### src/rtl/lfsr_random_stream.sv
// Galois LFSR random source with reseeding, zero-state recovery and bounded output.
// The output register is refilled only when the consumer can take it, and the result goes out over a valid/ready handshake.
module lfsr_random_stream #(
    parameter int unsigned      WIDTH  = 16,
    parameter logic [WIDTH-1:0] TAPS   = WIDTH'('hB400),
    parameter int unsigned      LIMIT  = 15,
    parameter logic [WIDTH-1:0] SEED   = WIDTH'(1),
    parameter bit               REJECT = 1'b1,
    localparam int unsigned     OUT_W  = $clog2(LIMIT + 1)
) (
    input  logic             clk_i,
    input  logic             rst_ni,
    input  logic             en_i,
    input  logic             seed_load_i,
    input  logic [WIDTH-1:0] seed_in_i,
    input  logic             rand_ready_i,
    output logic             rand_valid_o,
    output logic [OUT_W-1:0] rand_out_o,
    output logic [WIDTH-1:0] lfsr_state_o,
    output logic             lockup_o
);

    localparam logic [WIDTH-1:0] SEED_V    = (SEED == '0) ? WIDTH'(1) : SEED;
    localparam logic [OUT_W:0]   LIMIT_EXT = (OUT_W + 1)'(LIMIT);
    localparam logic [OUT_W-1:0] LIMIT_OUT = OUT_W'(LIMIT);

    function automatic logic [WIDTH-1:0] step(input logic [WIDTH-1:0] s);
        return (s >> 1) ^ (s[0] ? TAPS : '0);
    endfunction

    logic [WIDTH-1:0] state_q, state_d, state_nxt;
    logic [OUT_W-1:0] out_q, out_d, cand;
    logic [OUT_W:0]   cand_ext;
    logic             valid_q, valid_d;
    logic             lockup_q, lockup_d;
    logic             adv, accept;

    assign state_nxt = step(state_q);
    assign cand      = state_nxt[OUT_W-1:0];
    // Extra top bit keeps the range compare meaningful when LIMIT fills OUT_W.
    assign cand_ext  = {1'b0, cand};
    assign accept    = !REJECT || (cand_ext <= LIMIT_EXT);
    assign adv       = en_i & (~valid_q | rand_ready_i);

    always_comb begin
        state_d  = state_q;
        out_d    = out_q;
        valid_d  = valid_q;
        lockup_d = 1'b0;
        if (seed_load_i) begin
            state_d  = (seed_in_i == '0) ? WIDTH'(1) : seed_in_i;
            valid_d  = 1'b0;
            lockup_d = (seed_in_i == '0);
        end else if (state_q == '0) begin
            state_d  = WIDTH'(1);
            lockup_d = 1'b1;
        end else if (adv) begin
            state_d = state_nxt;
            if (accept) begin
                valid_d = 1'b1;
                out_d   = (cand_ext > LIMIT_EXT) ? LIMIT_OUT : cand;
            end else begin
                valid_d = 1'b0;
            end
        end else if (rand_ready_i) begin
            valid_d = 1'b0;
        end
    end

    always_ff @(posedge clk_i or negedge rst_ni) begin
        if (!rst_ni) begin
            state_q  <= SEED_V;
            out_q    <= '0;
            valid_q  <= 1'b0;
            lockup_q <= 1'b0;
        end else begin
            state_q  <= state_d;
            out_q    <= out_d;
            valid_q  <= valid_d;
            lockup_q <= lockup_d;
        end
    end

    assign rand_valid_o = valid_q;
    assign rand_out_o   = out_q;
    assign lfsr_state_o = state_q;
    assign lockup_o     = lockup_q;

endmodule

### config.mk
export PLATFORM = sky130hd
export DESIGN_NAME = lfsr_random_stream
export DESIGN_NICKNAME = d
export VERILOG_FILES = /design/src/rtl/lfsr_random_stream.sv
export SDC_FILE = /design/constraint.sdc
export NUM_CORES = 1
export LEC_CHECK = 0
export BUFFER_PORTS_ARGS = -buffer_cell sky130_fd_sc_hd__buf_2
export CAP_MARGIN = 15
export CORE_MARGIN = 5
export CORE_UTILIZATION = 40
export CTS_CLUSTER_DIAMETER = 60
export DETAILED_ROUTE_END_ITERATION = 8
export PLACE_DENSITY = 0.78
export SLEW_MARGIN = 30
export SYNTH_ARGS = -nofsm -noshare
export SYNTH_HDL_FRONTEND = slang
export SYNTH_SLANG_ARGS = --single-unit
### constraint.sdc
create_clock -name clk_i -period 2.56 [get_ports clk_i]
set_clock_uncertainty 0.2 [all_clocks]
set_input_delay 0.384 -clock clk_i [delete_from_list [all_inputs] [get_ports clk_i]]
set_output_delay 0.384 -clock clk_i [all_outputs]
set_load 0.05 [all_outputs]
==> flow_metrics.tcl, run 1 <==
set metrics [dict create \
    irDropWorstVdd_v 0.000412 \
    clk_latency_ns 0.30 \
    numClockSinks 22 \
    dpl_cell_area_mm2 0.00137 \
    p_clk_share_pct 16.9 \
    root_buffer "clkbuf_4" \
    yosysSeqAreaShare_pct 47.5 \
    fill_cells 244 \
    cts_resized 0 \
    finalHoldViolations 0 \
    grt_pass1_wl_um 5150 \
    synth_top_area_share_pct 45.3 \
    grt_max_degree 23 \
    final_cell_mix "buf_2 (42), dfrtp_1 (21), nand2_1 (18)" \
    track_usage_pct 15.4 \
    drc 0 \
    finalCritPeriodShare_pct 84.7 \
    yosys.area_share.simple_pct 16.8 \
    wire_per_inst_um 17.0 \
    die_w_um 63.9 \
    muxShareOfSynthArea_pct 4.74 \
    synthArstFlopShare_pct 100 \
    die_height_um 63.9 \
    start_util_pct 42.1 \
    gp_congestion 0.799 \
    finalMaxSlewViolations 0 \
    ys_warn_count 0 \
    path_class "reg2reg" \
    setup_tns_ns 0 \
    seqPwrFrac_pct 46.1 \
    power_leakage_uw 0.000643 \
    yosysTopAreaCell "dfrtp_1" \
    relSlewSlack_pct 64.1 \
    yosys_most_used_dff "dfrtp_1" \
    layout-drive-gt1-share_pct 41.0 \
    min_path_type "in2reg" \
    synth_nets 124 \
    synthCells 103 \
    tightest_slew_ns 0.536 \
    maxCapViolCount 0 \
    yosys.area_share.adder_pct 0 \
    dp_hpwl_um 2200 \
    vias 1023 \
    p_sw_uw 411 \
    start_kind "register" \
    tritoncts "yes" \
    cts.clk_slew.worst_paths_ns 0.12 \
    fp.coreArea_mm2 0.00276 \
    synth_edf_count 0 \
    worstRegToRegCells 4 \
    die_area_mm2 0.00408 \
    grt.overflow.total 0 \
    synth-compound-area-share_pct 25.5 \
    cp.required_ns 2.56 \
    routed_wl_um 2980 \
    max_freq_mhz 461 \
    ys_top_cells_by_area "dfrtp_1 (45%), a2bb2oi_2 (7.8%), a2bb2oi_1 (6.8%), o21ai_0 (6.0%), nand2_1 (5.8%)" \
    cts_made_buffers 3 \
    finalSetupViolations 0 \
    first_pass_iters 4 \
    hold_depth 3 \
    htreeDepth 1 \
    antennaDiodeCount 0 \
    via_per_inst 5.85 \
    layout.cells.most_common "buf_2" \
    p_sw_share_pct 42.3 \
    synth_xor_area_share_pct 2.26 \
    yosysUniqueCellTypes 25 \
    combPwrFrac_pct 37.0 \
    fp-row-count 19 \
    grt_pass1_vias 1121 \
    synth-seq-cells 22 \
    hold_slack_ns 0.120 \
    numPortBuffers 42 \
    worstPathArrival_ns 2.17 \
    drt_iter0_drc 39 \
    worstPathMaxFanout 19 \
    outcome "complete, no violations" \
    area_delta_synth_final_pct 21.4 \
    antenna_found_initial 0 \
    ant_nets 0 \
    pin_count 43 \
    stdcell_area_mm2 0.00141 \
    grt_setup_unrepaired "no" \
    synth_area_mm2 0.00116 \
    clock_tree.buffer_depth 2 \
    fin_crit_ns 2.17 \
    p_int_uw 561 \
    cp-end-kind "register" \
    synth_top_family_by_area "compound AO/OA/AOI/OAI gates" \
    avgSynthCellArea_um2 11.3 \
    power.density_mw_per_mm2 689 \
    nets 166 \
]
## routing by layer
layer / global-route usage, % / share of wire (%) / vias to the layer above
met5: 0 / 0 / -
met4: 6.23 / 0.94 / 0
met3: 2.98 / 6.4 / 4
met2: 24.0 / 49 / 50
met1: 20.8 / 43 / 496
li1: - / - / 473
## power groups by stage
| stage | Combinational (uW) | Clock (uW) | Sequential (uW) |
|---|---|---|---|
| 5_1_grt | 380 | 186 | 456 |
| 6_report | 359 | 164 | 448 |
| 4_1_cts | 361 | 164 | 447 |
| 2_1_floorplan | 112 | 0 | 602 |
| 3_3_place_gp | 354 | 0 | 450 |
| 3_5_place_dp | 359 | 0 | 454 |
## worst max-delay path, stage by stage (launching register included)
cell	delay (ns)
dfrtp_1	0.46
nor4_2	0.46
a41oi_4	0.36
nand3_2	0.23
mux2_1	0.36
## path summary, 6_finish.rpt
| check | slack, ns | to | startpoint |
|---|---|---|---|
| setup / recovery | 0.39 | rand_out_o[1]$_DFFE_PN0P_ | lfsr_state_o[2]$_DFFE_PN0P_ |
| hold / removal | 0.12 | lfsr_state_o[6]$_DFFE_PN0P_ | seed_in_i[6] |
| setup reg to reg | 0.39 | rand_out_o[1]$_DFFE_PN0P_ | lfsr_state_o[2]$_DFFE_PN0P_ |
| hold reg to reg | 0.30 | rand_out_o[0]$_DFFE_PN0P_ | rand_out_o[0]$_DFFE_PN0P_ |
| max in group asynchronous | 1.44 | lfsr_state_o[0]$_DFFE_PN1P_ | rst_ni |
| min in group asynchronous | 0.35 | lfsr_state_o[14]$_DFFE_PN0P_ | rst_ni |
## timing repair
item,4_1_cts,5_1_grt
setup buffers,0,0
setup endpoints to repair,0,0
hold buffers,1,0
hold endpoints to repair,21,0
## cells by family after synthesis
family | Yosys count
AO/OA/AOI/OAI | 34
XOR/XNOR | 3
flip-flops | 22
multiplexers | 5
buffers and inverters | 6
AND/OR/NAND/NOR | 33
## through the flow
step           cells  setup slack (ns)  power (uW)  util, %
2_1_floorplan    103             0.433         714        -
3_3_place_gp     170             0.491         804     49.8
3_5_place_dp     170             0.427         813     49.8
4_1_cts          175             0.417         973     51.1
5_1_grt          175             0.261        1020     51.1
6_report         175             0.391         972     51.1
## registers in the layout, indices dropped and copies added (netlist names)
| register | count |
|---|---|
| lockup_o | 1 |
| rand_out_o | 4 |
| lfsr_state_o | 16 |
| rand_valid_o | 1 |
## Yosys cell counts, types with 2 or more instances
cell type	count
dfrtp_1	21
nand2_1	18
o21ai_0	14
a2bb2oi_1	9
a2bb2oi_2	6
mux2_1	4
nor4_1	4
nor4_2	4
clkbuf_1	3
xor2_1	3
buf_2	2
nand4_1	2
## layout make-up
type,instances,area (um2),share of cell area [%]
Multi-Input combinational cell,75,573,40.6
Sequential cell,22,552,39.1
Timing Repair Buffer,43,220,15.6
Tap cell,31,38.8,2.75
Clock buffer,4,26.3,1.86
No activity file was read; power rests on OpenSTA's default activity.
==> run 2: changes to the inputs <==
--- a/config.mk
+++ b/config.mk
@@ -11,7 +11,7 @@
 export CORE_UTILIZATION = 40
 export CTS_CLUSTER_DIAMETER = 60
 export DETAILED_ROUTE_END_ITERATION = 8
-export PLACE_DENSITY = 0.78
+export PLACE_DENSITY = 0.81
 export SLEW_MARGIN = 30
 export SYNTH_ARGS = -nofsm -noshare
 export SYNTH_HDL_FRONTEND = slang
==> constraint.sdc (replaced) <==
create_clock -name clk_i -period 1.8 [get_ports clk_i]
set_clock_uncertainty 0.2 [all_clocks]
set_input_delay 0.27 -clock clk_i [delete_from_list [all_inputs] [get_ports clk_i]]
set_output_delay 0.27 -clock clk_i [all_outputs]
set_load 0.05 [all_outputs]
==> run 2 against run 1 <==
  * Wire length is 18% higher
  * Sequential share of layout area is 6.3 points lower
  * Non-clock buffer count is 24 higher
==> flow_metrics.tcl, run 2 (synthesis results as in run 1) <==
set metrics [dict create \
    outcome "complete, no violations" \
    path_cells "nor4_4, a41oi_4, nand3_4, mux2_1" \
    power.density_mw_per_mm2 912 \
    gp_congestion 0.911 \
    maxCapViolCount 0 \
    power_leakage_uw 0.000774 \
    layout-drive-gt1-share_pct 50.0 \
    grt_max_degree 23 \
    nets 190 \
    root_buffer "clkbuf_4" \
    largest_register_ffs 16 \
    finalMaxSlewViolations 0 \
    fin_crit_ns 1.80 \
    htreeDepth 1 \
    worstRegToRegCells 4 \
    cts_made_buffers 3 \
    dp_hpwl_um 2540 \
    hold_slack_ns 0.0142 \
    die_area_mm2 0.00408 \
    critPathBufInv 0 \
    clock_tree.buffer_depth 2 \
    grt_pass1_vias 1172 \
    fp-row-count 19 \
    cp.depth 4 \
    pre_cts_ws_ns 0.000969 \
    numClockSinks 22 \
    die_height_um 63.9 \
    area_delta_synth_final_pct 44.9 \
    final_cell_mix "buf_2 (41), dfrtp_1 (20), buf_4 (19)" \
    cts.clk_slew.worst_paths_ns 0.12 \
    path_delay_family "simple AND/OR/NAND/NOR gates" \
    grt_pass1_wl_um 5640 \
    track_usage_pct 17.5 \
    fp.coreArea_mm2 0.00276 \
    numPortBuffers 42 \
    antenna_found_initial 0 \
    wire_per_inst_um 17.7 \
    relSlewSlack_pct 67.4 \
    max_freq_mhz 557 \
    routed_wl_um 3520 \
    critical_path.max_stage_delay_ns 0.43 \
    drt_iter0_drc 39 \
    finalSetupViolations 0 \
    pin_count 43 \
    ant_nets 0 \
    path_class "reg2reg" \
    worstPathArrival_ns 1.80 \
    irDropWorstVdd_v 0.000945 \
    grt.overflow.total 0 \
    first_pass_iters 4 \
    clk_latency_ns 0.31 \
    antennaDiodeCount 0 \
    finalHoldViolations 0 \
    die_w_um 63.9 \
    min_path_type "in2reg" \
    start_util_pct 42.1 \
    vias 1152 \
    finalCritPeriodShare_pct 99.8 \
    tightest_slew_ns 0.490 \
    start_kind "register" \
    tritoncts "yes" \
    via_per_inst 5.79 \
    cp-end-kind "register" \
    postLayoutSetupSlackWorst_ns 0.00422 \
    layout.cells.most_common "buf_2" \
    worstPathMaxFanout 4 \
    fill_cells 232 \
    cp.required_ns 1.80 \
    grt_setup_unrepaired "yes" \
    drc 0 \
    slowest_stage "dfrtp_1" \
    hold_depth 3 \
]
## run 2: cell types whose count changed in the layout (fill, tap and decap cells not counted), moves of 2 or more
cell           delta
dlygate4sd3_1     +5
buf_4            +19
nor4_1            -2
nor4_2            -2
nor4_4            +4
## run 2: path summary, 6_finish.rpt
| check | from | endpoint | slack, ns |
|---|---|---|---|
| worst max-delay path | lfsr_state_o[4]$_DFFE_PN0P_ | rand_out_o[0]$_DFFE_PN0P_ | 0.004 |
| worst min-delay path | seed_in_i[2] | lfsr_state_o[2]$_DFFE_PN0P_ | 0.01 |
| worst max register to register | lfsr_state_o[4]$_DFFE_PN0P_ | rand_out_o[0]$_DFFE_PN0P_ | 0.004 |
| worst min register to register | rand_out_o[1]$_DFFE_PN0P_ | rand_out_o[1]$_DFFE_PN0P_ | 0.30 |
| max in group asynchronous | rst_ni | lfsr_state_o[0]$_DFFE_PN1P_ | 0.81 |
| min in group asynchronous | rst_ni | lfsr_state_o[9]$_DFFE_PN0P_ | 0.24 |
## run 2: layout make-up
type                       instances  area (um2)  share of cell area (%)
multi-input combinational         75         636                    37.8
clock buffer                       4        36.3                    2.16
tap                               31        38.8                    2.30
timing repair buffer              67         419                    24.9
sequential                        22         553                    32.9
## run 2: worst reg2reg max path: stages, from the launching register on
cell and delay (ns):
dfrtp_1 0.43, nor4_4 0.37, a41oi_4 0.23, nand3_4 0.14
mux2_1 0.33
## run 2: through the flow
step	area (um2)	power (uW)	TNS, ns	instances	util, %
global placement	1540	1230	0	187	55.7
CTS	1640	1530	-0.0106	197	59.4
finish	1680	1530	0	199	61.0
detailed placement	1540	1240	0	187	55.7
floorplan	1200	1040	-2.82	103	-
global route	1680	1610	-0.191	199	61.0
## run 2: repair_timing
action,CTS,global route
hold endpoints to repair,25,1
gates resized for setup,2,7
setup endpoints to repair,4,17
hold buffers,5,1
buffers inserted,1,1
pin swaps,3,7
## run 2: where the power goes
part / switching, uW / internal (uW) / leakage, uW
Sequential: 63.4 / 560 / 0.000263
Clock: 150 / 124 / 0.0000210
Combinational: 413 / 225 / 0.000491
Total: 626 / 909 / 0.000774
## run 2: layer usage
metal	vias up	global-route usage [%]	wire length (um)
li1	516	-	-
met1	558	22.3	1420
met2	69	28.4	1700
met3	9	4.03	296
met4	0	7.01	103
met5	-	0	0
==> run 3: changes to the inputs <==
--- a/config.mk
+++ b/config.mk
@@ -11,6 +11,7 @@
 export CORE_UTILIZATION = 40
 export CTS_CLUSTER_DIAMETER = 60
 export DETAILED_ROUTE_END_ITERATION = 8
+export MAX_ROUTING_LAYER = met4
 export PLACE_DENSITY = 0.81
 export SLEW_MARGIN = 30
 export SYNTH_ARGS = -nofsm -noshare
==> run 3 against run 2 <==
  * Sequential share of layout area is the same
  * Via count fell by 1.6%
  * Flip-flop and latch count unchanged
  * Largest power group unchanged
==> flow_metrics.tcl, run 3 (synthesis results as in run 1) <==
set metrics [dict create \
    outcome "complete, no violations" \
    dp_hpwl_um 2540 \
    dp_cells 187 \
    relSlewSlack_pct 67.7 \
    path_delay_family "simple AND/OR/NAND/NOR gates" \
    root_buffer "clkbuf_4" \
    min_path_type "in2reg" \
    path_cells "nor4_4, a41oi_4, nand3_4, mux2_1" \
    wire_per_inst_um 17.4 \
    final_cell_mix "buf_2 (41), dfrtp_1 (20), buf_4 (19)" \
    power_leakage_uw 0.000774 \
    grt_pass1_wl_um 5640 \
    antennaDiodeCount 0 \
    p_int_uw 909 \
    finalCritPeriodShare_pct 99.8 \
    path_class "reg2reg" \
    track_usage_pct 18.0 \
    combPwrFrac_pct 41.5 \
    numPortBuffers 42 \
    critical_path.max_stage_delay_ns 0.43 \
    p_sw_uw 626 \
    drt_iter0_drc 38 \
    max_freq_mhz 556 \
    layout-drive-gt1-share_pct 50.0 \
    first_pass_iters 4 \
    fin_cells 199 \
    nets 190 \
    die_w_um 63.9 \
    routed_wl_um 3470 \
    area_delta_synth_final_pct 44.9 \
    grt_pass1_vias 1172 \
    p_clk_share_pct 17.9 \
    finalSetupViolations 0 \
    numClockSinks 22 \
    tritoncts "yes" \
    via_per_inst 5.70 \
    gp_congestion 0.927 \
    finalMaxSlewViolations 0 \
    worstPathArrival_ns 1.80 \
    die_area_mm2 0.00408 \
    finalHoldViolations 0 \
    critPathBufInv 0 \
    fin_crit_ns 1.80 \
    maxCapViolCount 0 \
    start_util_pct 42.1 \
    largest_register_ffs 16 \
    cp-end-kind "register" \
    fp.coreArea_mm2 0.00276 \
    vias 1134 \
    slowest_stage "dfrtp_1" \
    drc 0 \
    cp.required_ns 1.80 \
    start_kind "register" \
    layout.cells.most_common "buf_2" \
    stdcell_area_mm2 0.00168 \
    htreeDepth 1 \
    irDropWorstVdd_v 0.000950 \
    grt.overflow.total 0 \
    tightest_slew_ns 0.484 \
    fp-row-count 19 \
    antenna_found_initial 0 \
    dpl_cell_area_mm2 0.00154 \
    grt_max_degree 23 \
    die_height_um 63.9 \
    grt_setup_unrepaired "yes" \
    design_power_total_uw 1530 \
    clock_tree.buffer_depth 2 \
    p_sw_share_pct 40.8 \
    clk_latency_ns 0.31 \
    pin_count 43 \
    cts_made_buffers 3 \
    worstPathMaxFanout 4 \
    seqPwrFrac_pct 40.6 \
    ant_nets 0 \
    power.density_mw_per_mm2 912 \
    cts.clk_slew.worst_paths_ns 0.12 \
]
run 3: cell counts in the layout (fill, tap and decap cells not counted):
Identical to the previous run, type by type.
run 3: power groups by stage:
stage / clock (uW) / sequential [uW] / combinational [uW]
2_1_floorplan: 0 / 870 / 169
3_3_place_gp: 0 / 631 / 595
3_5_place_dp: 0 / 633 / 605
4_1_cts: 283 / 624 / 622
5_1_grt: 308 / 634 / 672
6_report: 275 / 624 / 636
run 3: metal layers:
metal	vias up	part of all wire, %	wire length [um]	track usage, %
li1	517	-	-	-
met1	553	41	1420	22.3
met2	55	49	1690	28.5
met3	9	7.5	261	3.68
met4	0	3.0	103	7.01
met5	-	0	0	-
run 3: layout make-up:
type                       count  area [um2]
fill                         232        1070
sequential                    22         553
tap                           31        38.8
multi-input combinational     75         636
timing repair buffer          67         419
clock buffer                   4        36.3
run 3: through the flow:
stage	hold WS [ns]	setup TNS [ns]	utilization (%)	worst slack (ns)
detailed placement	0.0624	0	55.7	0.000969
finish	0.0120	0	61.0	0.00301
CTS	0.00255	-0.0106	59.4	-0.0106
floorplan	-0.226	-2.82	-	-0.246
global route	0.00156	-0.191	61.0	-0.0375
global placement	0.0549	0	55.7	0.0691
run 3: worst paths after layout:
check,startpoint,endpoint,slack (ns),cells past startpoint
setup / recovery,lfsr_state_o[4]$_DFFE_PN0P_,rand_out_o[0]$_DFFE_PN0P_,0.003,4
min in group asynchronous,rst_ni,lfsr_state_o[9]$_DFFE_PN0P_,0.23,2
hold / removal,seed_in_i[2],lfsr_state_o[2]$_DFFE_PN0P_,0.01,3
max in group asynchronous,rst_ni,lfsr_state_o[0]$_DFFE_PN1P_,0.81,2
setup reg to reg,lfsr_state_o[4]$_DFFE_PN0P_,rand_out_o[0]$_DFFE_PN0P_,0.003,4
hold reg to reg,rand_out_o[1]$_DFFE_PN0P_,rand_out_o[1]$_DFFE_PN0P_,0.30,1
run 3: timing repair:
| action | 4_1_cts | 5_1_grt |
|---|---|---|
| endpoints found under the setup margin | 4 | 17 |
| pin swaps | 3 | 7 |
| gates resized for setup | 2 | 7 |
| endpoints found under the hold margin | 25 | 1 |
| setup buffers | 1 | 1 |
| hold buffers | 5 | 1 |
run 3: worst reg2reg max path: stages (launching register included):
cell	delay, ns
dfrtp_1	0.43
nor4_4	0.37
a41oi_4	0.23
nand3_4	0.14
mux2_1	0.33
